File: src/rtl/instruction_fetch_if.sv
// Fetch-stage bus: PC select, instruction-memory req/ack and decode valid/ready.
interface instruction_fetch_if #(
  parameter int ADDR_W  = 24,
  parameter int INSTR_W = 32
);
  logic [ADDR_W-1:0]  pc_in;
  logic [1:0]         pc_control;
  logic               redirect_valid;
  logic               redirect_is_jump;
  logic               imem_req;
  logic [ADDR_W-1:0]  imem_addr;
  logic               imem_ack;
  logic [INSTR_W-1:0] imem_rdata;
  logic               instr_valid;
  logic               instr_ready;
  logic [INSTR_W-1:0] instr_data;
  logic [ADDR_W-1:0]  instr_pc;

  // Fetch stage side
  modport master (
    input  pc_in, redirect_valid, redirect_is_jump, imem_ack, imem_rdata, instr_ready,
    output pc_control, imem_req, imem_addr, instr_valid, instr_data, instr_pc
  );

  // PC / memory / decode side
  modport slave (
    output pc_in, redirect_valid, redirect_is_jump, imem_ack, imem_rdata, instr_ready,
    input  pc_control, imem_req, imem_addr, instr_valid, instr_data, instr_pc
  );
endinterface

File: src/rtl/instruction_fetch.sv
// Fetch stage: one imem read per PC value, one-entry output register to decode,
// PC advanced only on a completed fetch or an execute redirect.
module instruction_fetch #(
  parameter int ADDR_W  = 24,
  parameter int INSTR_W = 32
) (
  input  logic             clk,
  input  logic             reset,
  instruction_fetch_if.master bus
);

  typedef enum logic [1:0] {IDLE = 2'd0, REQ = 2'd1, DISCARD = 2'd2} state_t;

  state_t             state, state_nxt;
  logic               req_q;
  logic [ADDR_W-1:0]  addr_q;
  logic               vld_q;
  logic [INSTR_W-1:0] data_q;
  logic [ADDR_W-1:0]  pc_q;
  logic [1:0]         pc_sel;

  logic slot_free, issue, fill, done;

  // Slot is free when empty or being drained this cycle.
  assign slot_free = !vld_q || bus.instr_ready;
  // Never issue while redirecting: pc_in still holds the stale PC.
  assign issue     = (state == IDLE) && !bus.redirect_valid && slot_free;
  // Only a REQ-state ack without redirect delivers data; DISCARD acks are dropped.
  assign fill      = (state == REQ) && bus.imem_ack && !bus.redirect_valid;
  assign done      = (state == REQ || state == DISCARD) && bus.imem_ack;

  // State register
  always_ff @(posedge clk) begin
    if (reset) state <= IDLE;
    else       state <= state_nxt;
  end

  // Next-state logic
  always_comb begin
    state_nxt = state;
    case (state)
      IDLE:    if (issue) state_nxt = REQ;
      REQ: begin
        if (bus.imem_ack)           state_nxt = IDLE;
        else if (bus.redirect_valid) state_nxt = DISCARD;
      end
      DISCARD: if (bus.imem_ack) state_nxt = IDLE;
      default: state_nxt = IDLE;
    endcase
  end

  // PC select: redirect wins in any state, otherwise increment on a delivered fetch
  always_comb begin
    pc_sel = 2'b00;
    if (reset)                   pc_sel = 2'b00;
    else if (bus.redirect_valid) pc_sel = {1'b1, bus.redirect_is_jump};
    else if (fill)               pc_sel = 2'b01;
  end

  // Request register and decode output register
  always_ff @(posedge clk) begin
    if (reset) begin
      req_q  <= 1'b0;
      addr_q <= '0;
      vld_q  <= 1'b0;
      data_q <= '0;
      pc_q   <= '0;
    end else begin
      if (issue) begin
        req_q  <= 1'b1;
        addr_q <= bus.pc_in;
      end else if (done) begin
        req_q  <= 1'b0;
      end
      // The slot is always empty in REQ, so a fill never overwrites a live entry.
      if (fill) begin
        vld_q  <= 1'b1;
        data_q <= bus.imem_rdata;
        pc_q   <= addr_q;
      end else if (bus.redirect_valid || bus.instr_ready) begin
        vld_q  <= 1'b0;
      end
    end
  end

  assign bus.pc_control  = pc_sel;
  assign bus.imem_req    = req_q;
  assign bus.imem_addr   = addr_q;
  assign bus.instr_valid = vld_q;
  assign bus.instr_data  = data_q;
  assign bus.instr_pc    = pc_q;

endmodule

File: src/flat_wrapper.sv
// flat-port wrapper written by rule: the top's interface ports become plain ports
module instruction_fetch_flat 
#(
  parameter int ADDR_W  = 24,
  parameter int INSTR_W = 32
)
  (clk, reset, bus_pc_in, bus_redirect_valid, bus_redirect_is_jump, bus_imem_ack, bus_imem_rdata, bus_instr_ready, bus_pc_control, bus_imem_req, bus_imem_addr, bus_instr_valid, bus_instr_data, bus_instr_pc);
  instruction_fetch_if #(.ADDR_W(ADDR_W), .INSTR_W(INSTR_W)) bus_i ();
  input  logic clk;
  input  logic reset;
  input wire logic [$bits(bus_i.pc_in)-1:0] bus_pc_in;
  input wire logic [$bits(bus_i.redirect_valid)-1:0] bus_redirect_valid;
  input wire logic [$bits(bus_i.redirect_is_jump)-1:0] bus_redirect_is_jump;
  input wire logic [$bits(bus_i.imem_ack)-1:0] bus_imem_ack;
  input wire logic [$bits(bus_i.imem_rdata)-1:0] bus_imem_rdata;
  input wire logic [$bits(bus_i.instr_ready)-1:0] bus_instr_ready;
  output wire logic [$bits(bus_i.pc_control)-1:0] bus_pc_control;
  output wire logic [$bits(bus_i.imem_req)-1:0] bus_imem_req;
  output wire logic [$bits(bus_i.imem_addr)-1:0] bus_imem_addr;
  output wire logic [$bits(bus_i.instr_valid)-1:0] bus_instr_valid;
  output wire logic [$bits(bus_i.instr_data)-1:0] bus_instr_data;
  output wire logic [$bits(bus_i.instr_pc)-1:0] bus_instr_pc;
  assign bus_i.pc_in = bus_pc_in;
  assign bus_i.redirect_valid = bus_redirect_valid;
  assign bus_i.redirect_is_jump = bus_redirect_is_jump;
  assign bus_i.imem_ack = bus_imem_ack;
  assign bus_i.imem_rdata = bus_imem_rdata;
  assign bus_i.instr_ready = bus_instr_ready;
  assign bus_pc_control = bus_i.pc_control;
  assign bus_imem_req = bus_i.imem_req;
  assign bus_imem_addr = bus_i.imem_addr;
  assign bus_instr_valid = bus_i.instr_valid;
  assign bus_instr_data = bus_i.instr_data;
  assign bus_instr_pc = bus_i.instr_pc;
  instruction_fetch #(.ADDR_W(ADDR_W), .INSTR_W(INSTR_W)) u_core (.clk(clk), .reset(reset), .bus(bus_i));
endmodule
File: config.mk
export PLATFORM = sky130hd
export DESIGN_NAME = instruction_fetch_flat
export DESIGN_NICKNAME = d
export VERILOG_FILES = /design/src/rtl/instruction_fetch_if.sv /design/src/rtl/instruction_fetch.sv /design/src/flat_wrapper.sv
export SDC_FILE = /design/constraint.sdc
export NUM_CORES = 1
export LEC_CHECK = 0
export CORE_MARGIN = 10
export CORE_UTILIZATION = 36
export DETAILED_ROUTE_END_ITERATION = 6
export PLACE_DENSITY = 0.75
export SYNTH_ARGS = -nofsm -noshare
export SYNTH_HDL_FRONTEND = slang
export SYNTH_SLANG_ARGS = --single-unit
File: constraint.sdc
create_clock -name clk -period 1.5 [get_ports clk]
set_input_delay 0.3 -clock clk [delete_from_list [all_inputs] [get_ports clk]]
set_output_delay 0.3 -clock clk [all_outputs]
set_load 0.005 [all_outputs]
# Word-level counts from Yosys, hierarchy flattened
# Index checks and enable logic that the tools add are counted.
# word_totals
reg_bits	84
elab_cells	37
# op_classes
n_eq_ne	5
mux	12
n_reduce_logical	14
# op_table
operator	n
2-bit two-way mux	6
2-bit case mux with 3 select lines	1
1-bit logical AND	5
1-bit two-way mux	5
2-bit nonzero test	2
1-bit logical OR	3
3-bit inequality test (second input constant)	1
3-bit AND reduction	1
2-bit by 1-bit == test with 1-bit output (second input constant)	1
2-bit == test (second input constant)	1
1-bit logical NOT	2
2-bit logical NOT	1
2-bit by 1-bit inequality test with 1-bit output (second input constant)	1
2-bit inequality test (second input constant)	1

# Depth between registers and ports, before layout
# depth
word_depth	6
mapped_depth	8

# Least setup slack after synthesis
# OpenSTA, ideal clock, no wires.
# synth_path
path_type	register to output
startpoint	register u_core.state[1]
endpoint	output port bus_pc_control[0]
arrival_ns	1.194
setup_slack_ns	0.006
stages_incl_launch_ff	7
n_path_buf	1
path_cell_list	dfxtp_1 inv_1 ha_1 nor2b_1 nand2_1 clkbuf_1 a21oi_1
# synth_between
elab_chain_len	6
# synth_lines
item	line_no	source
start: declaration	instruction_fetch.sv:14	state_t state, state_nxt;
start signal: assignment	instruction_fetch.sv:35	else state <= state_nxt;
2-bit by 1-bit == test with 1-bit output	instruction_fetch.sv:29	assign fill = (state == REQ) && bus.imem_ack && !bus.redirect_valid;
1-bit logical AND (2 in series)	instruction_fetch.sv:29	
1-bit two-way mux	instruction_fetch.sv:57	else if (fill) pc_sel = 2'b01;
2-bit two-way mux	instruction_fetch.sv:56	else if (bus.redirect_valid) pc_sel = {1'b1, bus.redirect_is_jump};
2-bit two-way mux	instruction_fetch.sv:55	if (reset) pc_sel = 2'b00;
end: declaration	flat_wrapper.sv:17	output wire logic [$bits(bus_i.pc_control)-1:0] bus_pc_control;
# Every way passes these cells.

# Worst setup path after layout
# layout_path
startpoint	register u_core.state[1]
endpoint	register u_core.state[0]
# layout_between
elab_chain_len	5
word_cells_on_any_way	10
cone_classes	eq/ne: 5; mux: 1; reduce/logical: 4
# layout_lines
item	line_no	source
2-bit logical NOT	instruction_fetch.sv:27, instruction_fetch.sv:41	
1-bit logical AND (2 in series)	instruction_fetch.sv:27	assign issue = (state == IDLE) && !bus.redirect_valid && slot_free;
2-bit by 1-bit inequality test with 1-bit output (no line)	--	
3-bit AND reduction (no line)	--	
# Parallel ways exist; a longest one is shown, timed or not.
# A chain may end at the register's enable or synchronous reset.

==> impl_metrics.yaml <==
critical_path:
  reg2regPathDepth: 7
  startpoint_type: "register"
  cp-endpoint: "u_core.state[0]"
  crit_path_cell_trace: "inv_2 -> buf_4 -> buf_6 -> ha_4 -> or3b_4 -> a2bb2oi_4 -> mux2i_1"
  critPathTopFamily: "simple AND/OR/NAND/NOR gates"
  worstPathArrival_ns: 1.90
  critPathCaptureType: "register"
  cp.depth: 7
  crit_slowest_cell: "or3b_4"
  critPathKind: "register to register"
  critPathMaxStageDelay_ns: 0.45
  r2r-end: "u_core.state[0]"
  r2r_setup_slack_ns: -0.13
  r2r-start: "u_core.state[1]"
  critPathRequiredTime_ns: 1.76
  setup.worst_path.start: "u_core.state[1]"
  path_max_fanout: 4
  cp_num_buf_inv: 3
power_and_ir_drop:
  power_frac_seq: 0.418
  p_comb_frac: 0.243
  pwr_density_cell_nw_per_um2: 1232
  p_leak_nw: 2.239
  p_int_w: 0.004565
  clockPowerShare: 0.340
  ir_drop_mv: 0.5824
  swShare: 0.2582
  p_switching_w: 0.001589
  finalPower_w: 0.006153
synth:
  syn_avg_cell_area_sq_um: 7.958
  syn_area_sq_um: 3024
  yosys_warnings: 0
  synth_area_leaders: "dfxtp_1 56%, nand2_1 20%, a21oi_1 14%"
  yosysTopAreaCellShare: 0.5561
  synthCells: 380
  syn-num-nets: 446
  ys_seq_area_frac: 0.5561
  ys_ff_latch: 84
  synth_cell_types: 17
  yosysTopAreaCell: "dfxtp_1"
timing:
  finClkSkew_ns: 0.006286
  final_max_slew_viol_count: 0
  period_minus_slack_ns: 1.632
  fin_ws_ns: -0.1317
  finalSetupViolations: 28
  fin_crit_sh: 1.088
  rsz0062_at_grt: "true"
  maxSlewHeadroom: 0.7497
  fmax_mhz: 612.9
  finalHoldViolCount: 0
  tightestPinTransition_ns: 0.3754
placement:
  place_congestion: 0.7725
  postPlaceCellArea_sq_um: 4651
  dp_hpwl_um: 7101
  portBuffers: 145
route:
  viasPerCell: 4.625
  wirelength_um: 9765
  drc: 0
  dr.first_iter.drc_count: 101
  dr.pass1.iters: 6
  ant_nets: 0
  wl_per_cell_um: 15.26
  vias: 2960
floorplan:
  die_x_um: 111.7
  core_sq_um: 8175
  die_y_um: 111.7
  boundaryPins: 146
  dieArea_sq_um: 12470
  start_util: 0.3699
  rows: 33
clock_network:
  cts_root_buffer: "clkbuf_8"
  insertion_delay_ns: 0.34
  cts_tree: "done"
  clockBufferDepth: 2
  clk_pin_slew_ns: 0.08
  cts_buffers: 9
  hold_buffers: 0
  htree_levels: 3
  cts_sinks: 84
finish:
  finalInstanceArea_sq_um: 4996
  finish.utilization: 0.6111
  syn_to_final_growth_pct: 65.20
  antennaDiodeCount: 0
  drive_gt1_frac: 0.1346
  fin_nets: 596
global_route:
  grt_overflow: 0
  antenna_found_initial: 0
  grt_pass1_wl_um: 15170
  grt_max_degree: 87
  grt_usage: 0.1488
  first_global_vias: 2878
hold_path:
  min_path_type: "register to register"
status:
  status: "finished, violations left"
  violations: "negative setup slack"
flow_run:
  cap_violations: 0
-- cell usage after synthesis (all sizes together) --
library cell    n
a21oi          83
nand2         165
buf            14
dfxtp          84
and2            1
nand2b          4
or3b            1
a2bb2oi         1
ha              4
inv             2
clkbuf         13
nor2b           3
mux2i           2
nor2            2
nor3b           1
-- power groups by stage --
stage / sequential [W] / combinational (W) / clock (W)
global route: 0.00260 / 0.00164 / 0.00223
CTS: 0.00257 / 0.00143 / 0.00214
finish: 0.00257 / 0.00149 / 0.00209
floorplan: 0.00261 / 0.000575 / 0
global placement: 0.00259 / 0.00139 / 0
detailed placement: 0.00261 / 0.00142 / 0
-- cells by family (layout without fill, tap and decap cells) --
kind of cell / count (synthesis) / count (layout) / synth area share
compound gates: 84 / 84 / 0.1423
fa+ha+maj: 4 / 4 / 0.01655
buf+inv: 29 / 184 / 0.04510
flops: 84 / 84 / 0.5561
mux: 2 / 2 / 0.006620
simple gates: 177 / 177 / 0.2333
-- registers in the layout, summed over array words and instances, names as in the netlist --
register	flops
u_core.state	2
u_core.bus.imem_req	1
u_core.bus.imem_addr	24
u_core.bus.instr_pc	24
u_core.bus.instr_valid	1
u_core.bus.instr_data	32
-- worst register-to-register path, stage by stage (launching register included) --
cell	delay (ns)
dfxtp_2	0.33
inv_2	0.07
buf_4	0.11
buf_6	0.09
ha_4	0.12
or3b_4	0.45
a2bb2oi_4	0.18
mux2i_1	0.21
-- final cells by class --
type,instances,area (sq um)
Multi-Input combinational cell,267,1291
Clock buffer,12,145.1
Sequential cell,84,1699
Clock inverter,4,120.1
Inverter,2,10.01
Timing Repair Buffer,166,1599
Fill cell,741,3179
Tap cell,105,131.4
-- layer usage --
layer | track usage | vias to the layer above | share of wire
li1 | - | 1511 | -
met1 | 0.1611 | 1340 | 0.42
met2 | 0.2568 | 101 | 0.50
met3 | 0.07032 | 8 | 0.074
met4 | 0.03513 | 0 | 0.0076
met5 | 0 | - | 0
-- timing repair --
action	CTS	global route
cloned	0	1
pin swaps	2	0
resized for setup	119	17
endpoints found under the setup margin	162	90
setup buffers	1	0
-- metrics by stage --
stage / cells / hold WS (ns) / TNS (ns) / worst slack, ns
2_1_floorplan: 380 / 0.4360 / 0 / 0.005516
3_3_place_gp: 622 / 0.4414 / -24.20 / -0.4391
3_5_place_dp: 622 / 0.4461 / -27.05 / -0.4593
4_1_cts: 639 / 0.4551 / -4.942 / -0.1131
5_1_grt: 640 / 0.4719 / -5.137 / -0.1868
6_report: 640 / 0.4531 / -2.274 / -0.1317
-- worst min-delay path by stage --
stage                            start                       end  slack, ns  cells past startpoint
4_1_cts        u_core.bus.instr_pc[12]   u_core.bus.instr_pc[12]       0.46                      2
3_3_place_gp    u_core.bus.instr_pc[3]    u_core.bus.instr_pc[3]       0.44                      2
5_1_grt        u_core.bus.instr_pc[12]   u_core.bus.instr_pc[12]       0.47                      2
3_5_place_dp   u_core.bus.instr_pc[12]   u_core.bus.instr_pc[12]       0.45                      2
2_1_floorplan        bus_imem_rdata[0]  u_core.bus.instr_data[0]       0.44                      2
6_report       u_core.bus.instr_pc[12]   u_core.bus.instr_pc[12]       0.45                      2
-- placed cells by master (no fill, tap or decap), drive strengths merged --
cell,n
mux2i,2
dlymetal6s2s,5
inv,2
and2,1
clkdlybuf4s50,59
a2bb2oi,1
a21oi,83
bufinv,4
nor2,2
nor2b,3
nand2b,4
dlygate4sd2,78
dfxtp,84
buf,21
or3b,1
nor3b,1
ha,4
clkdlybuf4s15,1
clkbuf,14
nand2,165
No activity file was read; power rests on OpenSTA's default activity.
